--- config.mk ---
export PLATFORM = sky130hd
export DESIGN_NAME = shift_seq_ctrl
export DESIGN_NICKNAME = d
export VERILOG_FILES = /design/src/rtl/shift_seq_ctrl.sv
export SDC_FILE = /design/constraint.sdc
export NUM_CORES = 1
export LEC_CHECK = 0
export ABC_AREA = 1
export BUFFER_PORTS_ARGS = -buffer_cell sky130_fd_sc_hd__buf_2
export CAP_MARGIN = 0
export CORE_MARGIN = 4
export CORE_UTILIZATION = 46
export CTS_CLUSTER_SIZE = 28
export DETAILED_ROUTE_END_ITERATION = 10
export HOLD_SLACK_MARGIN = 0.06
export PLACE_DENSITY = 0.74
export RECOVER_POWER = 50
export SYNTH_ARGS = -nofsm -noshare
export SYNTH_HDL_FRONTEND = slang
export SYNTH_SLANG_ARGS = --single-unit
--- constraint.sdc ---
create_clock -name clk -period 1.2 [get_ports clk]
set_input_delay 0.18 -clock clk [delete_from_list [all_inputs] [get_ports clk]]
set_output_delay 0.18 -clock clk [all_outputs]
set_load 0.05 [all_outputs]
--- src/rtl/shift_seq_ctrl.sv ---
// Command sequencer for the 4-bit universal shift register: preload, run a
// shift/rotate/serial mode for a programmed cycle count, capture and return the result.
module shift_seq_ctrl #(
  parameter int unsigned WIDTH = 4,
  parameter int unsigned CNT_W = 3
) (
  input  logic             clk,
  input  logic             rst,
  input  logic             cmd_valid,
  output logic             cmd_ready,
  input  logic [2:0]       cmd_op,
  input  logic [CNT_W-1:0] cmd_cnt,
  input  logic [WIDTH-1:0] cmd_din,
  output logic             rsp_valid,
  input  logic             rsp_ready,
  output logic [WIDTH-1:0] rsp_data,
  output logic             busy,
  output logic             sr_load,
  output logic [2:0]       sr_sel,
  output logic [WIDTH-1:0] sr_din,
  output logic             sr_data,
  input  logic [WIDTH-1:0] sr_dout,
  input  logic             ser_in
);

  typedef enum logic [2:0] {IDLE, LOAD, RUN, CAPT, RESP} state_t;

  localparam logic [2:0] OP_PIPO = 3'b011;

  state_t           state, state_nxt;
  logic [2:0]       op_q;
  logic [CNT_W-1:0] cnt_q;
  logic [CNT_W-1:0] ctr;
  logic [WIDTH-1:0] din_q;
  logic [WIDTH-1:0] rsp_q;

  always_ff @(posedge clk) begin
    if (rst) begin
      state <= IDLE;
      op_q  <= '0;
      cnt_q <= '0;
      din_q <= '0;
      ctr   <= '0;
      rsp_q <= '0;
    end else begin
      state <= state_nxt;
      if (state == IDLE && cmd_valid) begin
        op_q  <= cmd_op;
        cnt_q <= cmd_cnt;
        din_q <= cmd_din;
      end
      // Counter is armed during LOAD so it holds cnt on the first RUN cycle.
      if (state == LOAD)
        ctr <= cnt_q;
      else if (state == RUN)
        ctr <= ctr - CNT_W'(1);
      if (state == CAPT)
        rsp_q <= sr_dout;
    end
  end

  always_comb begin
    state_nxt = state;
    case (state)
      IDLE:    if (cmd_valid) state_nxt = LOAD;
      LOAD:    state_nxt = (cnt_q != '0 && op_q != OP_PIPO) ? RUN : CAPT;
      RUN:     if (ctr == CNT_W'(1)) state_nxt = CAPT;
      CAPT:    state_nxt = RESP;
      RESP:    if (rsp_ready) state_nxt = IDLE;
      default: state_nxt = IDLE;
    endcase
  end

  always_comb begin
    cmd_ready = 1'b0;
    rsp_valid = 1'b0;
    busy      = 1'b1;
    sr_load   = 1'b0;
    sr_sel    = '0;
    sr_data   = 1'b0;
    case (state)
      IDLE: begin
        cmd_ready = 1'b1;
        busy      = 1'b0;
      end
      LOAD: begin
        sr_load = 1'b1;
        sr_sel  = OP_PIPO;
      end
      RUN: begin
        sr_load = 1'b1;
        sr_sel  = op_q;
        sr_data = ser_in;
      end
      RESP:    rsp_valid = 1'b1;
      default: ;
    endcase
  end

  assign sr_din   = din_q;
  assign rsp_data = rsp_q;

endmodule

==> flow_metrics.env, run 1 <==
export IMPL_outcome="finished, violations left"
export IMPL_violations="negative setup slack"
export IMPL_drv_cap=0
export IMPL_routed_wl_microns=2827
export IMPL_synthArstFlopShare_pct=0
export IMPL_multi_input_area_sq_um=553.0
export IMPL_synthCells=124
export IMPL_groute_usage_overall_pct=18.34
export IMPL_power_leakage_uw=0.0006693
export IMPL_synth_top_area_share_pct=44.26
export IMPL_synth_main_ff_cell="dfxtp_1"
export IMPL_drt_pass1_iterations=4
export IMPL_yosysSeqAreaShare_pct=44.26
export IMPL_ys_ff_latch=20
export IMPL_synth_top_area_cell="dfxtp_1"
export IMPL_cts_buffers=3
export IMPL_synth_area_leaders="dfxtp_1, nor2_1, o21ai_0, inv_1, nand2_1"
export IMPL_clk_pin_slew_ns=0.11
export IMPL_finalCritPeriodShare_pct=125.2
export IMPL_gp_congestion=0.7824
export IMPL_syn2layout_area_growth_pct=63.49
export IMPL_setup_ws_ns=-0.3028
export IMPL_cpPeakStageDelay_ns=0.38
export IMPL_rsz0062_at_grt="true"
export IMPL_cp_slowest_cell="dfxtp_4"
export IMPL_hpwl_microns=1740
export IMPL_setup_viol_count_final=20
export IMPL_required_ns=1.02
export IMPL_whs_ns=0.1236
export IMPL_cp_end_kind="output pin"
export IMPL_synth_edf_count=0
export IMPL_fmax_mhz=665.4
export IMPL_grt_pass1_wl_microns=3746
export IMPL_syn_area_per_cell_sq_um=7.295
export IMPL_drc_errors=0
export IMPL_fillers=122
export IMPL_reg2reg_from="state[1]"
export IMPL_h_tree_depth=1
export IMPL_initialDrtViolationCount=29
export IMPL_start_kind="flip-flop"
export IMPL_die_area_sq_um=2740
export IMPL_die_y_microns=52.35
export IMPL_io_pins=35
export IMPL_viasPerCell=5.113
export IMPL_hp_start="sr_dout[3]"
export IMPL_hp_class="primary input to flip-flop"
export IMPL_worstPathArrival_ns=1.32
export IMPL_ant_nets=0
export IMPL_io_buffers=34
export IMPL_final_util_pct=82.08
export IMPL_critical_path_class="flip-flop to output pin"
export IMPL_cts_sinks=20
export IMPL_drive_above_1_share_pct=51.12
export IMPL_crit_chain="inv_4 -> nor2_4 -> nand2_4 -> o21ai_4 -> buf_6"
export IMPL_r2r_end="state[0]"
export IMPL_die_x_microns=52.35
export IMPL_antenna_found_initial=0
export IMPL_yosysUniqueCellTypes=21
export IMPL_fin_crit_ns=1.503
export IMPL_regArea_sq_um=411.6
export IMPL_routedWlPerCell_microns=13.93
export IMPL_r2r_cells=10
export IMPL_tightest_slew_ns=0.4425
export IMPL_grt_max_degree=17
export IMPL_yosysWarnings=0
export IMPL_grt_pass1_vias=903
export IMPL_vdd_ir_drop_max_v=0.001703
export IMPL_drv_slew=0
export IMPL_finClkSkew_ns=0.004068
export IMPL_ff2ff_setup_slack_ns=-0.12
export IMPL_synth_nets=145
export IMPL_clk_latency_ns=0.30
export IMPL_antennaDiodeCount=0
export IMPL_fin_nets=200
export IMPL_core_area_sq_um=1802
export IMPL_max_slew_margin_pct=70.47
export IMPL_gr_total_overflow=0
export IMPL_synth_most_common_cell="dfxtp_1"
export IMPL_hold_viol=0
export IMPL_cts_tree="done"
export IMPL_cts_hold_buf=0
export IMPL_netlist_top_cells_count="dfxtp_1, nor2_1, inv_1, nand2_1, o21ai_0"
export IMPL_clockRootBuffer="clkbuf_4"
export IMPL_syn_cell_area_sq_um=904.6
export IMPL_cts_buffer_depth=2
export IMPL_cellPowerDensity_nw_per_um2=2031
export IMPL_rows=15
export IMPL_cp_max_fo=6
export IMPL_vias=1038
export IMPL_whs_endpoint="rsp_data[3]"
export IMPL_whs_path_depth=3
export IMPL_start_util_pct=50.21
-- logic make-up (layout without fill, tap and decap cells) --
logic type | Yosys count | in the layout | share of synthesized area (%)
simple gates | 53 | 54 | 27.11
compound gates | 26 | 26 | 14.66
buf+inv | 22 | 75 | 10.23
flops | 20 | 20 | 44.26
fa+ha+maj | 2 | 2 | 2.766
xor+xnor | 1 | 1 | 0.9684
-- worst max-delay path by stage --
stage	from	depth (start not counted)	endpoint	slack [ns]
floorplan	state[2]	4	state[2]	-0.01
global placement	state[1]	5	sr_sel[0]	-0.003
detailed placement	state[1]	5	sr_sel[0]	-0.04
CTS	state[1]	5	sr_sel[0]	-0.30
global route	state[1]	5	sr_sel[1]	-0.35
finish	state[1]	5	sr_sel[1]	-0.30
-- final cells by class --
type | count | area share [%]
flip-flops and latches | 20 | 27.83
inverters | 19 | 5.838
well taps | 25 | 2.115
clock buffers | 4 | 1.777
repair buffers | 52 | 25.04
multi-input cells | 83 | 37.39
-- critical path: cells and delay by family (launching register included) --
kind	cells	cell delay [ns]
buf+inv	2	0.22
compound gates	1	0.15
simple gates	2	0.28
flops	1	0.38
-- where the power goes --
part | switching [uW] | internal, uW | total (uW) | leakage, uW
clock network | 195 | 129 | 324 | 0.0000150
logic | 1080 | 703 | 1780 | 0.000488
registers | 98.4 | 797 | 895 | 0.000166
total | 1370 | 1630 | 3000 | 0.000669
-- metrics by stage --
stage / TNS (ns) / cell area (sq um) / setup WS, ns / cells / total power [uW]
after global placement: -0.003192 / 1230 / -0.003192 / 187 / 2188
final: -2.567 / 1479 / -0.3028 / 203 / 3004
after floorplan: -0.01111 / 996.0 / -0.01111 / 124 / 1909
after detailed placement: -0.08887 / 1230 / -0.03902 / 187 / 2222
after CTS: -1.826 / 1351 / -0.2957 / 197 / 2727
after global routing: -3.506 / 1479 / -0.3542 / 203 / 3168
-- placed cells by master (no fill, tap or decap) --
cell	count
nand2_4	3
o21ai_0	2
nor2_4	4
inv_4	2
inv_1	13
buf_8	1
a21oi_2	4
nor2_1	15
o211ai_1	1
buf_4	15
nand2_1	13
a21oi_1	8
ha_1	2
buf_6	10
dfxtp_1	17
buf_2	20
xnor2_1	1
clkbuf_2	6
nor2_2	2
o21ai_1	4
nand3_1	7
nand3b_1	1
nand3_4	3
nand2_2	3
o21ai_4	2
clkbuf_4	3
dfxtp_4	3
nor3_2	1
o21ai_2	5
clkinv_4	1
inv_2	2
inv_6	1
clkbuf_1	1
nor3_1	2
-- what timing repair did --
action	in CTS	in global routing
resized for setup	16	37
cloned	0	1
setup endpoints to repair	8	22
pin swaps	3	8
setup buffers	6	5
-- sequential cells by signal (all words and copies together) (netlist names) --
signal    flops
op_q          3
sr_din        4
rsp_data      4
state         3
cnt_q         3
ctr           3
-- per-layer routing --
metal | vias to the layer above | global-route usage, % | share of wire (%)
li1 | 505 | - | -
met1 | 482 | 22.34 | 42
met2 | 41 | 31.61 | 49
met3 | 10 | 3.704 | 5.6
met4 | 0 | 6.383 | 2.9
met5 | - | 0 | 0
Power figures use the tool's default switching activity.
==> inputs of run 2 (changes only) <==
--- a/config.mk
+++ b/config.mk
@@ -5,15 +5,14 @@
 export SDC_FILE = /design/constraint.sdc
 export NUM_CORES = 1
 export LEC_CHECK = 0
-export ABC_AREA = 1
 export BUFFER_PORTS_ARGS = -buffer_cell sky130_fd_sc_hd__buf_2
 export CAP_MARGIN = 0
 export CORE_MARGIN = 4
-export CORE_UTILIZATION = 46
+export CORE_UTILIZATION = 47
 export CTS_CLUSTER_SIZE = 28
 export DETAILED_ROUTE_END_ITERATION = 10
 export HOLD_SLACK_MARGIN = 0.06
-export PLACE_DENSITY = 0.74
+export PLACE_DENSITY = 0.75
 export RECOVER_POWER = 50
 export SYNTH_ARGS = -nofsm -noshare
 export SYNTH_HDL_FRONTEND = slang
==> constraint.sdc (replaced) <==
create_clock -name clk -period 1.2 [get_ports clk]
set_input_delay 0.06 -clock clk [delete_from_list [all_inputs] [get_ports clk]]
set_output_delay 0.06 -clock clk [all_outputs]
set_load 0.05 [all_outputs]
==> run 2 against run 1 <==
- the flow now stops in 5_1_grt
- synthesized cell count down 14%
- synthesized area up 2.2%
==> flow_metrics.env, run 2 <==
export IMPL_outcome="did not finish"
export IMPL_haltStage="5_1_grt"
export IMPL_toolErrorMsg="[ERROR DPL-0038] Utilization greater than 100%, impossible to legalize"
export IMPL_yosysWarnings=0
export IMPL_synth_area_leaders="dfxtp_1, nand2_1, a21oi_1, mux2i_1, ha_1"
export IMPL_synth_top_area_cell="dfxtp_1"
export IMPL_yosysSeqAreaShare_pct=43.30
export IMPL_synth_top_area_share_pct=43.30
export IMPL_grt_max_degree=19
export IMPL_synth_nets=128
export IMPL_cts_buffers=3
export IMPL_synth_most_common_cell="nand2_1"
export IMPL_hpwl_microns=1718
export IMPL_syn_cell_area_sq_um=924.6
export IMPL_cts_sinks=20
export IMPL_place_inst=174
export IMPL_io_pins=35
export IMPL_netlist_top_cells_count="nand2_1, dfxtp_1, a21oi_1, nor2_1, inv_1"
export IMPL_die_y_microns=52.36
export IMPL_ys_ff_latch=20
export IMPL_gp_congestion=0.8578
export IMPL_clockRootBuffer="clkbuf_4"
export IMPL_cts_buffer_depth=2
export IMPL_h_tree_depth=1
export IMPL_yosysUniqueCellTypes=29
export IMPL_synthArstFlopShare_pct=0
export IMPL_synthCells=107
export IMPL_crit_endpoint="cmd_ready"
export IMPL_worst_endpoint_kind="top-level output"
export IMPL_synth_main_ff_cell="dfxtp_1"
export IMPL_syn_area_per_cell_sq_um=8.641
export IMPL_die_x_microns=52.36
export IMPL_io_buffers=34
export IMPL_start_util_pct=51.32
export IMPL_synth_edf_count=0
export IMPL_dp_slack_ns=-0.1075
export IMPL_rows=15
-- run 2: cell families after synthesis --
group / share of synthesized area, %
fa+ha+maj: 2.706
flops: 43.30
mux: 4.330
buf+inv: 5.548
simple gates: 27.06
compound gates: 17.05
-- run 2: what timing repair did --
item                                   in CTS
resized for setup                          28
endpoints found under the hold margin      15
setup endpoints to repair                  26
setup buffers                               7
pin swaps                                   9
hold buffers                               15
cloned                                      1
-- run 2: per-stage QoR --
step / TNS [ns] / cell area, sq um / hold WS, ns
after detailed placement: -1.424 / 1281 / 0.3043
after global placement: -0.8684 / 1281 / 0.2926
after CTS: -3.086 / 1628 / 0.1183
after floorplan: -0.5292 / 1037 / 0.1960
==> inputs of run 3 (changes only) <==
--- a/config.mk
+++ b/config.mk
@@ -7,12 +7,10 @@
 export LEC_CHECK = 0
 export BUFFER_PORTS_ARGS = -buffer_cell sky130_fd_sc_hd__buf_2
 export CAP_MARGIN = 0
-export CORE_MARGIN = 4
-export CORE_UTILIZATION = 47
-export CTS_CLUSTER_SIZE = 28
+export CORE_AREA = 4 4 65 67
 export DETAILED_ROUTE_END_ITERATION = 10
-export HOLD_SLACK_MARGIN = 0.06
-export PLACE_DENSITY = 0.75
+export DIE_AREA = 0 0 69 71
+export PLACE_DENSITY_LB_ADDON = 0.15
 export RECOVER_POWER = 50
 export SYNTH_ARGS = -nofsm -noshare
 export SYNTH_HDL_FRONTEND = slang
==> run 3 against run 2 <==
- the flow now finishes, with violations (negative setup slack)
- synthesized cell count unchanged
- synthesized area unchanged
==> flow_metrics.env, run 3 <==
export IMPL_outcome="finished, violations left"
export IMPL_violations="negative setup slack"
export IMPL_multi_input_area_sq_um=609.3
export IMPL_grt_pass1_vias=871
export IMPL_die_y_microns=71
export IMPL_die_x_microns=69
export IMPL_netlist_top_cells_count="nand2_1, dfxtp_1, a21oi_1, nor2_1, inv_1"
export IMPL_antennaDiodeCount=0
export IMPL_antenna_found_initial=0
export IMPL_yosysSeqAreaShare_pct=43.30
export IMPL_viasPerCell=4.381
export IMPL_fin_nets=184
export IMPL_synthCells=107
export IMPL_clockRootBuffer="clkbuf_8"
export IMPL_hp_class="primary input to flip-flop"
export IMPL_synth_most_common_cell="nand2_1"
export IMPL_power_leakage_uw=0.0007189
export IMPL_h_tree_depth=1
export IMPL_place_inst=199
export IMPL_wl_met2_microns=1300
export IMPL_io_pins=35
export IMPL_fillers=385
export IMPL_final_cell_mix="buf_2, nand2_1, dfxtp_1"
export IMPL_cp_slowest_cell="or3_4"
export IMPL_hpwl_microns=1913
export IMPL_cts_buffer_depth=2
export IMPL_fin_crit_ns=1.387
export IMPL_setup_viol_count_final=20
export IMPL_yosysUniqueCellTypes=29
export IMPL_required_ns=1.14
export IMPL_cts_hold_buf=0
export IMPL_core_area_sq_um=3633
export IMPL_setup_ws_ns=-0.1870
export IMPL_dp_slack_ns=-0.1093
export IMPL_routed_wl_microns=2649
export IMPL_cp_max_fo=6
export IMPL_synth_area_leaders="dfxtp_1, nand2_1, a21oi_1, mux2i_1, ha_1"
export IMPL_cpPeakStageDelay_ns=0.38
export IMPL_synthArstFlopShare_pct=0
export IMPL_yosysWarnings=0
export IMPL_rsz0062_at_grt="true"
export IMPL_grt_max_degree=16
export IMPL_max_slew_margin_pct=81.47
export IMPL_routedWlPerCell_microns=12.61
export IMPL_clk_pin_slew_ns=0.08
export IMPL_gp_congestion=0.7162
export IMPL_finalCritPeriodShare_pct=115.6
export IMPL_syn_cell_area_sq_um=924.6
export IMPL_critical_path_class="flip-flop to output pin"
export IMPL_io_buffers=34
export IMPL_grt_pass1_wl_microns=4077
export IMPL_worstPathArrival_ns=1.33
export IMPL_cts_tree="done"
export IMPL_cts_sinks=20
export IMPL_ys_ff_latch=20
export IMPL_synth_main_ff_cell="dfxtp_1"
export IMPL_regArea_sq_um=407.9
export IMPL_synth_top_area_share_pct=43.30
export IMPL_startpoint="state[1]"
export IMPL_fmax_mhz=721.0
export IMPL_reg2reg_from="state[0]"
export IMPL_drive_above_1_share_pct=55.56
export IMPL_wl_met1_microns=1161
export IMPL_start_kind="flip-flop"
export IMPL_drv_cap=0
export IMPL_syn_area_per_cell_sq_um=8.641
export IMPL_finClkSkew_ns=0.001226
export IMPL_clk_latency_ns=0.25
export IMPL_cts_buffers=3
export IMPL_cellPowerDensity_nw_per_um2=1470
export IMPL_final_common_cell="buf_2"
export IMPL_critPathBufInv=3
export IMPL_synth_top_area_cell="dfxtp_1"
export IMPL_start_util_pct=25.45
export IMPL_rows=22
export IMPL_synth_nets=128
export IMPL_gr_total_overflow=0
export IMPL_initialDrtViolationCount=22
export IMPL_cp_end_kind="output pin"
export IMPL_layoutNonFillerInstCount=210
export IMPL_critPathTopFamily="simple AND/OR/NAND/NOR gates"
export IMPL_drc_errors=0
export IMPL_hp_start="sr_dout[2]"
export IMPL_vias=920
export IMPL_vdd_ir_drop_max_v=0.0008365
export IMPL_drt_pass1_iterations=4
export IMPL_syn2layout_area_growth_pct=73.21
export IMPL_top_layer_used="met4"
export IMPL_wl_met3_microns=174
export IMPL_hold_viol=0
export IMPL_die_area_sq_um=4899
export IMPL_ant_nets=0
export IMPL_synth_edf_count=0
export IMPL_drv_slew=0
export IMPL_groute_usage_overall_pct=10.11
export IMPL_tightest_slew_ns=0.2768
export IMPL_crit_chain="buf_6 -> or3_4 -> clkinvlp_4 -> buf_8"
==> run 3: logic make-up (layout without fill, tap and decap cells) <==
family | Yosys count | after routing | share of synthesized area [%]
flops | 20 | 20 | 43.30
compound gates | 24 | 24 | 17.05
simple gates | 46 | 46 | 27.06
mux | 4 | 4 | 4.330
fa+ha+maj | 2 | 2 | 2.706
buf+inv | 11 | 66 | 5.548
==> run 3: cell type report <==
cell class                 instances  share of cell area (%)
multi-input combinational         76                   38.05
sequential                        20                   25.47
inverter                           5                   1.406
clock buffer                       3                   2.578
clock inverter                     1                   1.875
timing repair buffer              57                   26.87
tap                               48                   3.750
==> run 3: power breakdown <==
part / internal, uW / leakage [uW] / switching [uW] / total (uW)
sequential: 729 / 0.000165 / 48.7 / 777
clock: 445 / 0.0000357 / 225 / 670
combinational: 419 / 0.000518 / 488 / 908
total: 1590 / 0.000719 / 762 / 2350
==> run 3: per-stage QoR <==
step / power, uW / util [%] / cell area, sq um / hold WS (ns) / setup TNS [ns]
2_1_floorplan: 1310 / - / 1037 / 0.1960 / -0.5292
3_3_place_gp: 1497 / 36.47 / 1325 / 0.2920 / -1.180
3_5_place_dp: 1507 / 36.47 / 1325 / 0.3067 / -1.547
4_1_cts: 2318 / 41.98 / 1525 / 0.03000 / -2.511
5_1_grt: 2468 / 44.08 / 1602 / 0.02572 / -3.425
6_report: 2355 / 44.08 / 1602 / 0.03512 / -2.316
==> run 3: final timing paths <==
path                                    end  slack (ns)  cells after the start
worst max-delay path              cmd_ready       -0.19                      4
worst min-delay path            rsp_data[2]        0.04                      3
worst max register to register      op_q[1]       -0.13                      4
worst min register to register    sr_din[2]        0.45                      2
==> run 3: per-layer routing <==
| layer | up-vias | GRT usage [%] |
|---|---|---|
| li1 | 476 | - |
| met1 | 416 | 12.59 |
| met2 | 26 | 16.95 |
| met3 | 2 | 3.977 |
| met4 | 0 | 1.302 |
| met5 | - | 0 |
==> run 3: tightest hold or removal path: stages <==
cell     delay [ns]
buf_2          0.07
mux2i_1        0.05
nor2_1         0.07
==> run 3: repair_timing <==
item,in CTS,in global routing
setup endpoints to repair,26,26
endpoints found under the hold margin,0,0
setup buffers,4,2
resized for setup,29,16
pin swaps,6,10
cloned,0,1
==> inputs of run 4 (changes only) <==
--- a/config.mk
+++ b/config.mk
@@ -12,6 +12,7 @@
 export DIE_AREA = 0 0 69 71
 export PLACE_DENSITY_LB_ADDON = 0.15
 export RECOVER_POWER = 50
+export SETUP_SLACK_MARGIN = 0.1
 export SYNTH_ARGS = -nofsm -noshare
 export SYNTH_HDL_FRONTEND = slang
 export SYNTH_SLANG_ARGS = --single-unit
==> run 4 against run 3 <==
- the run still ends with negative setup slack left
- final cell count rose by 0.48%
- routed wire length fell by 1.5%
- register-to-register slack barely moved
- clock power fell by 25%
- total power fell by 4.1%
- critical path depth did not move
- first-iteration DRC count rose by 23%
- sequential share of layout area fell by 1.1 points
- global-route usage rose by 0.66 points
- core utilization rose by 2.4 points
- combinational power rose by 7.0%
==> flow_metrics.env, run 4 (synthesized netlist as in run 3, its figures left out) <==
export IMPL_r2r_end="cnt_q[0]"
export IMPL_regArea_sq_um=411.6
export IMPL_gp_congestion=0.7804
export IMPL_cp_endpoint="cmd_ready"
export IMPL_power_internal_uw=1472
export IMPL_fmax_mhz=712.0
export IMPL_clk_pin_slew_ns=0.07
export IMPL_clockRootBuffer="clkbuf_8"
export IMPL_io_pins=35
export IMPL_final_cell_mix="buf_2, dfxtp_1, buf_6"
export IMPL_grt_pass1_wl_microns=4367
export IMPL_vias=958
export IMPL_antenna_found_initial=0
export IMPL_fin_crit_ns=1.405
export IMPL_finClkSkew_ns=0.001340
export IMPL_clk_latency_ns=0.25
export IMPL_groute_usage_overall_pct=10.76
export IMPL_h_tree_depth=1
export IMPL_ant_nets=0
export IMPL_die_x_microns=69
export IMPL_drv_slew=0
export IMPL_die_y_microns=71
export IMPL_combPwrFrac_pct=43.0
export IMPL_io_buffers=34
export IMPL_initialDrtViolationCount=27
export IMPL_outcome="finished, violations left"
export IMPL_reg2reg_from="state[2]"
export IMPL_ff2ff_setup_slack_ns=-0.14
export IMPL_cts_buffer_depth=2
export IMPL_viasPerCell=4.540
export IMPL_max_slew_margin_pct=70.24
export IMPL_vdd_ir_drop_max_v=0.0005401
export IMPL_start_kind="flip-flop"
export IMPL_cts_sinks=20
export IMPL_drt_pass1_iterations=4
export IMPL_tightest_slew_ns=0.4463
export IMPL_fillers=371
export IMPL_setup_viol_count_final=20
export IMPL_swShare_pct=34.85
export IMPL_cts_tree="done"
export IMPL_cp_max_fo=5
export IMPL_startpoint="state[1]"
export IMPL_power_leakage_uw=0.0007579
export IMPL_hp_class="primary input to flip-flop"
export IMPL_hold_viol=0
export IMPL_fin_nets=185
export IMPL_final_area_sq_um=1688
export IMPL_rows=22
export IMPL_antennaDiodeCount=0
export IMPL_r2r_cells=4
export IMPL_multi_input_area_sq_um=693.2
export IMPL_die_area_sq_um=4899
export IMPL_critical_path_class="flip-flop to output pin"
export IMPL_whs_ns=0.03816
export IMPL_drv_cap=0
export IMPL_drive_above_1_share_pct=63.80
export IMPL_p_switching_uw=787.0
export IMPL_setup_ws_ns=-0.2045
export IMPL_cp_end_kind="output pin"
export IMPL_cts_buffers=3
export IMPL_grt_max_degree=19
export IMPL_hpwl_microns=1934
export IMPL_final_util_pct=46.45
export IMPL_place_area_sq_um=1325
export IMPL_power_uw=2259
export IMPL_final_common_cell="buf_2"
export IMPL_core_area_sq_um=3633
export IMPL_routed_wl_microns=2609
export IMPL_cts_hold_buf=0
export IMPL_routedWlPerCell_microns=12.36
export IMPL_rsz0062_at_grt="true"
export IMPL_finalCritPeriodShare_pct=117.0
export IMPL_grt_pass1_vias=1014
export IMPL_syn2layout_area_growth_pct=82.54
export IMPL_violations="negative setup slack"
export IMPL_pwr_share_clk_pct=22.2
export IMPL_seq_power_share_pct=34.7
export IMPL_drc_errors=0
export IMPL_worstPathArrival_ns=1.34
export IMPL_cellPowerDensity_nw_per_um2=1338
export IMPL_gr_total_overflow=0
export IMPL_start_util_pct=25.45
export IMPL_required_ns=1.14
-- run 4: through the flow --
stage	setup TNS (ns)	std cells	worst slack [ns]
global placement	-1.065	199	-0.09199
global route	-3.507	211	-0.2603
CTS	-2.689	208	-0.2115
finish	-2.440	211	-0.2045
detailed placement	-1.650	199	-0.1347
floorplan	-0.5303	107	-0.1122
-- run 4: metal layers --
layer	part of all wire, %	up-vias	track usage (%)
li1	-	479	-
met1	44	456	12.61
met2	51	21	19.07
met3	4.2	2	2.273
met4	0.73	0	4.338
met5	0	-	0
-- run 4: area by class of cell --
class / instances / share of cell area [%]
Multi-Input combinational cell: 76 / 41.07
Sequential cell: 20 / 24.39
Timing Repair Buffer: 58 / 26.39
Inverter: 5 / 1.334
Clock buffer: 4 / 3.262
Tap cell: 48 / 3.558
-- run 4: repair_timing --
item                       in CTS  in global routing
setup endpoints to repair      28                 28
pin swaps                       8                 14
gates cloned                    0                  1
resized for setup              26                 43
setup buffers                   5                  2
-- run 4: worst min path at each step --
| stage | to | slack, ns | depth (start not counted) | startpoint |
|---|---|---|---|---|
| 6_report | rsp_data[0] | 0.04 | 3 | sr_dout[0] |
| 5_1_grt | sr_din[0] | 0.04 | 3 | cmd_din[0] |
| 4_1_cts | rsp_data[1] | 0.04 | 3 | sr_dout[1] |
| 3_5_place_dp | rsp_data[1] | 0.30 | 3 | sr_dout[1] |
| 3_3_place_gp | rsp_data[3] | 0.29 | 3 | sr_dout[3] |
| 2_1_floorplan | cnt_q[0] | 0.20 | 2 | cmd_cnt[0] |
-- run 4: power by group through the flow --
stage	Combinational (uW)	Clock, uW	Sequential [uW]
after global routing	1030	563	797
after floorplan	482	0	829
after global placement	711	0	786
after CTS	839	521	775
final	972	502	785
after detailed placement	720	0	787
-- run 4: worst max-delay path, cell delays in order (launching register included) --
cell and delay [ns]:
dfxtp_4 0.36, buf_6 0.12, or3_4 0.39, clkinvlp_4 0.08
buf_8 0.13
